**src/rtl/simon_pkg.sv**
```systemverilog
// Shared types, constants and helpers for the Simon game controller.
package simon_pkg;

  typedef enum logic [2:0] {
    S_IDLE,
    S_ADD,
    S_SHOW_ON,
    S_SHOW_GAP,
    S_WAIT_IN,
    S_WIN,
    S_LOSE
  } state_t;

  typedef logic [1:0] sym_t;

  localparam logic [15:0] SEED      = 16'hACE1;
  localparam logic [15:0] LFSR_TAPS = 16'hB400;

  // Map a 2-bit symbol onto the LED it lights.
  function automatic logic [3:0] onehot(input sym_t s);
    return 4'b0001 << s;
  endfunction

endpackage

```
**src/rtl/simon_lfsr.sv**
```systemverilog
// 16-bit right-shifting Galois LFSR; advances on every clock, free-running.
module simon_lfsr
  import simon_pkg::*;
(
  input  logic        clk,
  input  logic        reset,
  output logic [15:0] q
);

  logic [15:0] q_q;
  logic [15:0] q_d;

  // Next state: shift right, fold the taps in when a one falls out.
  always_comb begin
    q_d = q_q[0] ? ((q_q >> 1) ^ LFSR_TAPS) : (q_q >> 1);
  end

  // State register, reloaded with the seed on reset.
  always_ff @(posedge clk) begin
    if (reset) q_q <= SEED;
    else       q_q <= q_d;
  end

  assign q = q_q;

endmodule

```
**src/rtl/simon_ctrl.sv**
```systemverilog
// Simon memory-game controller: grows a random pattern one symbol per round,
// replays it on the LEDs, then checks the player's one-hot entries.
// Optional build macro SIMON_TIMEOUT_EN: lose after TIMEOUT_CYCLES idle
// cycles while waiting for player input.
module simon_ctrl
  import simon_pkg::*;
#(
  parameter int MAX_LEVEL      = 16,
  parameter int SHOW_CYCLES    = 25_000_000,
  parameter int GAP_CYCLES     = 12_500_000,
  parameter int TIMEOUT_CYCLES = 250_000_000
) (
  input  logic                           clk,
  input  logic                           reset,
  input  logic                           start,
  input  logic                           in_valid,
  input  logic [3:0]                     in_sw,
  output logic [3:0]                     led,
  output logic                           listen,
  output logic [$clog2(MAX_LEVEL+1)-1:0] level,
  output logic                           win,
  output logic                           lose
);

  localparam int LVL_W     = $clog2(MAX_LEVEL + 1);
  localparam int PAT_DEPTH = 2 ** LVL_W;
  localparam int CNT_MAX   = (SHOW_CYCLES >= GAP_CYCLES) ?
                             ((SHOW_CYCLES >= TIMEOUT_CYCLES) ? SHOW_CYCLES : TIMEOUT_CYCLES) :
                             ((GAP_CYCLES  >= TIMEOUT_CYCLES) ? GAP_CYCLES  : TIMEOUT_CYCLES);
  localparam int CNT_W     = $clog2(CNT_MAX + 1);

  localparam logic [CNT_W-1:0] SHOW_LAST = CNT_W'(SHOW_CYCLES - 1);
  localparam logic [CNT_W-1:0] GAP_LAST  = CNT_W'(GAP_CYCLES - 1);
`ifdef SIMON_TIMEOUT_EN
  localparam logic [CNT_W-1:0] TMO_LAST  = CNT_W'(TIMEOUT_CYCLES - 1);
`endif
  localparam logic [LVL_W-1:0] LVL_MAX   = LVL_W'(MAX_LEVEL);

  state_t            state_q,  state_d;
  logic [LVL_W-1:0]  level_q,  level_d;
  logic [LVL_W-1:0]  idx_q,    idx_d;
  logic [CNT_W-1:0]  cnt_q,    cnt_d;
  logic [3:0]        led_q,    led_d;
  logic              listen_q, listen_d;
  logic              win_q,    win_d;
  logic              lose_q,   lose_d;

  sym_t              pattern_q [PAT_DEPTH];
  logic              pat_we;

  logic [15:0]       lfsr_q;
  logic              unused_lfsr;
  logic [LVL_W-1:0]  next_idx;
  logic              last_step;
  sym_t              first_sym;

  simon_lfsr u_lfsr (
    .clk   (clk),
    .reset (reset),
    .q     (lfsr_q)
  );

  // Only the two low LFSR bits feed the pattern.
  assign unused_lfsr = ^lfsr_q[15:2];
  assign next_idx    = idx_q + LVL_W'(1);
  assign last_step   = (idx_q == level_q - LVL_W'(1));
  // In ADD of round one, pattern[0] is written on the same edge that SHOW_ON starts.
  assign first_sym   = (level_q == '0) ? lfsr_q[1:0] : pattern_q[0];

  // Next-state and next-output logic; outputs are computed for the state being entered.
  always_comb begin
    state_d  = state_q;
    level_d  = level_q;
    idx_d    = idx_q;
    cnt_d    = cnt_q;
    led_d    = led_q;
    listen_d = listen_q;
    win_d    = win_q;
    lose_d   = lose_q;
    pat_we   = 1'b0;
    case (state_q)
      S_IDLE, S_WIN, S_LOSE: begin
        if (start) begin
          state_d = S_ADD;
          level_d = '0;
          idx_d   = '0;
          cnt_d   = '0;
          led_d   = 4'b0000;
          win_d   = 1'b0;
          lose_d  = 1'b0;
        end
      end
      S_ADD: begin
        pat_we  = 1'b1;
        level_d = level_q + LVL_W'(1);
        idx_d   = '0;
        cnt_d   = '0;
        state_d = S_SHOW_ON;
        led_d   = onehot(first_sym);
      end
      S_SHOW_ON: begin
        if (cnt_q == SHOW_LAST) begin
          state_d = S_SHOW_GAP;
          cnt_d   = '0;
          led_d   = 4'b0000;
        end else begin
          cnt_d = cnt_q + CNT_W'(1);
        end
      end
      S_SHOW_GAP: begin
        if (cnt_q == GAP_LAST) begin
          cnt_d = '0;
          if (last_step) begin
            state_d  = S_WAIT_IN;
            idx_d    = '0;
            listen_d = 1'b1;
          end else begin
            state_d = S_SHOW_ON;
            idx_d   = next_idx;
            led_d   = onehot(pattern_q[next_idx]);
          end
        end else begin
          cnt_d = cnt_q + CNT_W'(1);
        end
      end
      S_WAIT_IN: begin
        if (in_valid) begin
          cnt_d = '0;
          if (in_sw == onehot(pattern_q[idx_q])) begin
            if (last_step) begin
              listen_d = 1'b0;
              if (level_q == LVL_MAX) begin
                state_d = S_WIN;
                win_d   = 1'b1;
                led_d   = 4'b1111;
              end else begin
                state_d = S_ADD;
              end
            end else begin
              idx_d = next_idx;
            end
          end else begin
            state_d  = S_LOSE;
            lose_d   = 1'b1;
            listen_d = 1'b0;
            led_d    = 4'b0000;
          end
        end else begin
`ifdef SIMON_TIMEOUT_EN
          if (cnt_q == TMO_LAST) begin
            state_d  = S_LOSE;
            cnt_d    = '0;
            lose_d   = 1'b1;
            listen_d = 1'b0;
            led_d    = 4'b0000;
          end else begin
            cnt_d = cnt_q + CNT_W'(1);
          end
`else
          cnt_d = cnt_q;
`endif
        end
      end
      default: begin
        state_d = S_IDLE;
      end
    endcase
  end

  // Control and output registers with synchronous reset.
  always_ff @(posedge clk) begin
    if (reset) begin
      state_q  <= S_IDLE;
      level_q  <= '0;
      idx_q    <= '0;
      cnt_q    <= '0;
      led_q    <= 4'b0000;
      listen_q <= 1'b0;
      win_q    <= 1'b0;
      lose_q   <= 1'b0;
    end else begin
      state_q  <= state_d;
      level_q  <= level_d;
      idx_q    <= idx_d;
      cnt_q    <= cnt_d;
      led_q    <= led_d;
      listen_q <= listen_d;
      win_q    <= win_d;
      lose_q   <= lose_d;
    end
  end

  // Pattern memory; entries at or above level are never read, so no reset.
  always_ff @(posedge clk) begin
    if (pat_we) pattern_q[level_q] <= lfsr_q[1:0];
  end

  assign led    = led_q;
  assign listen = listen_q;
  assign level  = level_q;
  assign win    = win_q;
  assign lose   = lose_q;

endmodule

```
**config.mk**
```make
export PLATFORM = sky130hd
export DESIGN_NAME = simon_ctrl
export DESIGN_NICKNAME = d
export VERILOG_FILES = /design/src/rtl/simon_pkg.sv /design/src/rtl/simon_lfsr.sv /design/src/rtl/simon_ctrl.sv
export SDC_FILE = /design/constraint.sdc
export NUM_CORES = 1
export LEC_CHECK = 0
export CAP_MARGIN = 0
export CORE_MARGIN = 3
export CORE_UTILIZATION = 40
export DETAILED_ROUTE_END_ITERATION = 10
export SETUP_SLACK_MARGIN = 0.05
export SYNTH_ARGS = -nofsm -noshare
export SYNTH_HDL_FRONTEND = slang
export SYNTH_SLANG_ARGS = --single-unit
```
**constraint.sdc**
```tcl
create_clock -name clk -period 5.8 [get_ports clk]
set_clock_uncertainty 0.05 [all_clocks]
set_input_delay 1.16 -clock clk [delete_from_list [all_inputs] [get_ports clk]]
set_output_delay 1.16 -clock clk [all_outputs]
set_load 0.1 [all_outputs]
```
==> flow_metrics.py, run 1 <==
metrics = {
    "cells_and_area": {
        "antenna_cells": 0,
        "final_cells": 821,
        "final_cell_mix": "87 x nor2_1, 69 x dfxtp_1, 64 x edfxtp_1",
        "final_common_cell": "nor2_1",
        "fill_cells": 1459,
        "syn_to_final_growth_pct": 15.0,
        "nets": 606,
        "drive_gt1_share_pct": 14.7,
    },
    "synthesis": {
        "yosys-mux-area-fraction_pct": 14.9,
        "synth_nets": 590,
        "syn_area_um2": 6570,
        "avgSynthCellArea_um2": 11.4,
        "synth.distinct_cells": 65,
        "synth_edf_count": 64,
        "seq_area_frac_synth_pct": 50.3,
        "synthAdderAreaFrac_pct": 1.29,
        "synth_seq_cells": 133,
        "yosys.area_share.simple_pct": 18.0,
        "async_reset_ff_share_pct": 0,
        "synth_cells": 576,
        "yosysWarnings": 0,
        "synth_compound_area_share_pct": 7.25,
        "ys.flop_type": "dfxtp_1",
        "synthXorXnorAreaFrac_pct": 5.33,
        "synth_top_family_by_area": "simple AND/OR/NAND/NOR gates",
    },
    "die": {
        "start_util_pct": 41.1,
        "num_rows": 46,
        "core-area_um2": 16000,
        "die_width_um": 134,
        "dieArea_um2": 18000,
        "io_pins": 20,
        "die_y_um": 134,
    },
    "outcome": {
        "outcome": "finished clean",
    },
    "timing": {
        "slew_viol_final": 0,
        "hold_viol_final": 0,
        "setup_violations": 0,
        "hold_ws_ns": 0.368,
        "finalSetupTns_ns": 0,
        "tightest_slew_ns": 1.15,
        "rsz0062_at_grt": "no",
        "fmax_ghz": 0.252,
        "relSlewSlack_pct": 23.6,
        "fin_crit_sh_pct": 68.5,
        "period_minus_slack_ns": 3.97,
    },
    "setup_path": {
        "rrSetupSlack_ns": 2.00,
        "critPathLaunchType": "primary input",
        "worstPathMaxFanout": 7,
        "crit_end": "cnt_q[27]",
        "r2r-end": "idx_q[0]",
        "endpoint_kind": "flip-flop",
        "cp.required_ns": 6.03,
        "worst-setup-path-type": "primary input to flip-flop",
        "crit_path_start": "start",
        "crit_arrival_ns": 4.20,
        "worstRegToRegCells": 9,
    },
    "routing": {
        "route.met3.wl_um": 802,
        "route.vias.total": 4514,
        "wl_met2_um": 6950,
        "dr.pass1.iters": 4,
        "wl_per_cell_um": 18.1,
        "drc": 0,
        "top_layer_used": "met4",
        "drt-vias-per-instance": 5.50,
        "drt-total-wl_um": 14900,
        "drt_iter0_markers": 315,
        "drtAntennaViolNets": 0,
        "met1_length_um": 6860,
    },
    "place": {
        "place_congestion": 0.847,
        "dpl.cell_count": 789,
        "io_buffers": 19,
        "hpwl_um": 10100,
    },
    "run": {
        "cap_violations": 0,
    },
    "clock_tree": {
        "htreeDepth": 4,
        "numCtsBuffers": 17,
        "cts_hold_buf": 0,
        "clk_latency_ns": 0.42,
        "ctsRootBufferMaster": "clkbuf_16",
        "cts_resized": 0,
        "cts_tree": "built",
        "cts_sinks": 133,
        "clk_pin_slew_worst_paths_ns": 0.06,
        "cts_setup_buffers": 0,
        "clk_path_buf_depth": 2,
    },
    "global_route": {
        "grtUsageTotal_pct": 17.2,
        "grt_pass1_wl_um": 24100,
        "globalRouteOverflowTotal": 0,
        "antenna_found_initial": 0,
        "grt_pass1_vias": 4471,
        "grt_start_max_net_pins": 38,
    },
    "power": {
        "power_density_nw_per_um2": 347,
        "ir_drop_v": 0.000250,
        "leakage_nw": 2.52,
    },
    "min_path": {
        "min_path_type": "flip-flop to flip-flop",
    },
}
## where the power goes
part           internal (mW)  total (mW)  switching (mW)
clock network          0.700        1.12           0.420
registers               1.02        1.06          0.0437
logic                  0.139       0.441           0.303
## sequential cells by signal (all words and copies together), names as in the netlist, named ones only
register,flops
u_lfsr.q,16
lose,1
level,5
listen,1
state_q,3
cnt_q,28
led,4
win,1
pattern_q,64
idx_q,5
## routing by layer
metal | GRT usage, % | up-vias
li1 | - | 2153
met1 | 23.4 | 2240
met2 | 26.3 | 103
met3 | 5.33 | 18
met4 | 5.66 | 0
met5 | 0 | -
## cells by family after synthesis
family / Yosys count
AND/OR/NAND/NOR: 236
buffers and inverters: 41
flip-flops: 133
multiplexers: 51
adder cells (fa/ha/maj): 7
AO/OA/AOI/OAI: 68
XOR/XNOR: 40
## how the worst min path moves through the flow
stage                 start            to  depth (start not counted)
3_3_place_gp   u_lfsr.q[12]  u_lfsr.q[11]                          1
6_report        u_lfsr.q[6]   u_lfsr.q[5]                          1
4_1_cts         u_lfsr.q[6]   u_lfsr.q[5]                          1
2_1_floorplan  u_lfsr.q[12]  u_lfsr.q[11]                          1
3_5_place_dp    u_lfsr.q[8]   u_lfsr.q[7]                          1
5_1_grt        u_lfsr.q[12]  u_lfsr.q[11]                          1
## final cells by class
cell class	instances	area (µm²)	share of cell area, %
Clock inverter	12	138	1.82
Multi-Input combinational cell	402	3080	40.7
Inverter	15	56.3	0.745
Clock buffer	20	489	6.48
Timing Repair Buffer	23	220	2.91
Sequential cell	133	3300	43.7
Tap cell	216	270	3.58
## synthesized netlist by cell type (5+ instances only)
master,count,share of area (%)
nor2_1,87,5.0
dfxtp_1,69,21
edfxtp_1,64,29
nand2_1,47,2.7
xor2_1,25,3.3
mux4_2,24,8.2
nor2b_1,17,1.6
clkbuf_1,16,0.91
nand3_1,16,1.2
inv_1,15,0.86
o21ai_0,15,1.1
xnor2_1,15,2.0
a21oi_1,13,0.99
mux2i_1,11,1.7
nand4_1,11,1.0
and3_1,10,0.95
mux4_1,10,4.0
a31o_2,6,0.80
ha_1,6,1.1
mux2_2,6,1.0
nor4_1,6,0.57
o211ai_1,6,0.69
or2_2,6,0.57
buf_2,5,0.38
nor3_1,5,0.38
or3_1,5,0.48
## through the flow
stage	power, mW	util, %	area [µm²]	setup WS (ns)
final	2.62	47.2	7550	1.83
after floorplan	1.42	-	6570	2.58
after CTS	2.64	47.2	7550	1.85
after detailed placement	1.52	43.3	6930	1.41
after global routing	2.72	47.2	7550	1.45
after global placement	1.51	43.3	6930	1.49
## critical path, cell delays in order
cell             delay (ns)
clkdlybuf4s50_1        0.59
nor2b_1                0.20
mux2i_1                0.13
a2111oi_0              0.93
and4_1                 0.42
nand2_1                0.13
nor3b_1                0.30
nand4_1                0.15
xor2_1                 0.15
nor2_1                 0.05
No activity file was read; power rests on OpenSTA's default activity.
==> run 2, diff against run 1 <==
==> constraint.sdc (replaced) <==
create_clock -name clk -period 3.21 [get_ports clk]
set_clock_uncertainty 0.05 [all_clocks]
set_input_delay 0.642 -clock clk [delete_from_list [all_inputs] [get_ports clk]]
set_output_delay 0.642 -clock clk [all_outputs]
set_load 0.1 [all_outputs]
==> run 2 against run 1 <==
Sequential share of layout area fell by 1.8 points. Clock power rose by 92%. Flip-flop and latch count did not move. Largest power group unchanged. Global-route usage rose by 0.47 points. Highest routed layer unchanged.
==> flow_metrics.py, run 2 (synthesis results as in run 1) <==
metrics = {
    "outcome": {
        "outcome": "finished clean",
    },
    "setup_path": {
        "slowest_delay_ns": 0.57,
        "critPathLaunchType": "flip-flop",
        "crit_arrival_ns": 3.34,
        "endpoint_kind": "flip-flop",
        "critPathSlowestCell": "or4b_4",
        "path_cells": "buf_12, mux4_1, mux2_2, nand2_1, nand4_1, or4b_4, o211ai_4, a21oi_4, buf_4, a31o_2",
        "cp.required_ns": 3.47,
        "worst-setup-path-type": "flip-flop to flip-flop",
        "worstPathMaxFanout": 8,
    },
    "cells_and_area": {
        "final_cell_mix": "87 x nor2_1, 66 x dfxtp_1, 64 x edfxtp_1",
        "nets": 634,
        "seqCellArea_um2": 3310,
        "regMostFlops": "pattern_q",
        "syn_to_final_growth_pct": 20.1,
        "multiInputGateArea_um2": 3130,
        "fill_cells": 1459,
        "drive_gt1_share_pct": 21.6,
        "antenna_cells": 0,
        "largest_reg_flops": 64,
        "final_util_pct": 49.3,
        "final_common_cell": "nor2_1",
        "final_cells": 849,
    },
    "die": {
        "io_pins": 20,
        "core-area_um2": 16000,
        "start_util_pct": 41.1,
        "die_y_um": 134,
        "dieArea_um2": 18000,
        "num_rows": 46,
        "die_width_um": 134,
    },
    "place": {
        "place_congestion": 0.856,
        "hpwl_um": 10700,
        "dpl.cell_count": 816,
        "io_buffers": 19,
    },
    "routing": {
        "dr.pass1.iters": 5,
        "drt-total-wl_um": 15500,
        "wl_per_cell_um": 18.2,
        "drtAntennaViolNets": 0,
        "drt-vias-per-instance": 5.52,
        "route.vias.total": 4686,
        "drc": 0,
        "drt_iter0_markers": 429,
    },
    "timing": {
        "slew_viol_final": 0,
        "relSlewSlack_pct": 55.4,
        "tightest_slew_ns": 0.666,
        "hold_ws_ns": 0.361,
        "hold_viol_final": 0,
        "setup_violations": 0,
        "finalSetupTns_ns": 0,
        "fin_crit_sh_pct": 96.0,
        "fmax_ghz": 0.325,
        "rsz0062_at_grt": "no",
        "period_minus_slack_ns": 3.08,
    },
    "clock_tree": {
        "ctsRootBufferMaster": "clkbuf_16",
        "cts_tree": "built",
        "numCtsBuffers": 17,
        "cts_setup_buffers": 0,
        "clk_pin_slew_worst_paths_ns": 0.06,
        "clk_latency_ns": 0.42,
        "cts_sinks": 133,
        "clk_path_buf_depth": 2,
        "htreeDepth": 4,
    },
    "min_path": {
        "min_path_type": "flip-flop to flip-flop",
    },
    "power": {
        "total_power_mw": 4.94,
        "ir_drop_v": 0.000481,
        "leakage_nw": 2.72,
        "power_density_nw_per_um2": 626,
    },
    "global_route": {
        "grtUsageTotal_pct": 17.6,
        "grt_pass1_vias": 4577,
        "grt_pass1_wl_um": 24700,
        "antenna_found_initial": 0,
        "grt_start_max_net_pins": 37,
        "globalRouteOverflowTotal": 0,
    },
    "run": {
        "cap_violations": 0,
    },
}
[run 2: cell types whose count changed in the layout (fill, tap and decap cells not counted), sizes merged]
cell / previous run / this run
buf: 4 / 43
inv: 19 / 15
clkinv: 5 / 4
clkdlybuf4s50: 19 / 7
clkbuf: 20 / 26
[run 2: per-stage QoR]
step	setup slack (ns)	instance area, µm²
floorplan	0.0874	6570
finish	0.130	7890
CTS	0.0498	7820
detailed placement	-0.0415	7130
global route	0.0500	7890
global placement	0.0505	7130
[run 2: critical path: cells and delay by family, from the launching register on]
family | cells | cell delay (ns)
buffers and inverters | 2 | 0.33
multiplexers | 2 | 0.86
AND/OR/NAND/NOR | 3 | 0.79
flip-flops | 1 | 0.38
AO/OA/AOI/OAI | 3 | 0.55
[run 2: cell type report]
cell class | count | share of cell area [%]
clock buffer | 25 | 7.37
clock inverter | 7 | 1.25
inverter | 15 | 0.713
multi-input combinational | 402 | 39.7
sequential | 133 | 41.9
tap | 216 | 3.42
timing repair buffer | 51 | 5.61
[run 2: final timing paths]
| check | from | endpoint | slack [ns] | cells after the start |
|---|---|---|---|---|
| min reg2reg | u_lfsr.q[6] | u_lfsr.q[5] | 0.36 | 1 |
| min | u_lfsr.q[6] | u_lfsr.q[5] | 0.36 | 1 |
| max reg2reg | flip-flop | flip-flop | 0.13 | 10 |
| max | flip-flop | flip-flop | 0.13 | 10 |
[run 2: layer usage]
layer | GRT usage, % | routed length (µm) | vias to the layer above
met3 | 5.85 | 1090 | 11
li1 | - | - | 2209
met4 | 4.69 | 145 | 0
met1 | 23.7 | 6900 | 2330
met2 | 27.6 | 7350 | 136
met5 | 0 | 0 | -
[run 2: where the power goes]
| group | internal [mW] | switching [mW] |
|---|---|---|
| combinational | 0.303 | 0.592 |
| sequential | 1.84 | 0.0594 |
| clock | 1.42 | 0.729 |
[run 2: repair_timing]
action                                 CTS  global route
hold buffers                             0             0
endpoints found under the hold margin    0             0
pin swaps                                0             1
gates resized for setup                  3            12
cloned                                   0             1
setup endpoints to repair                4            18
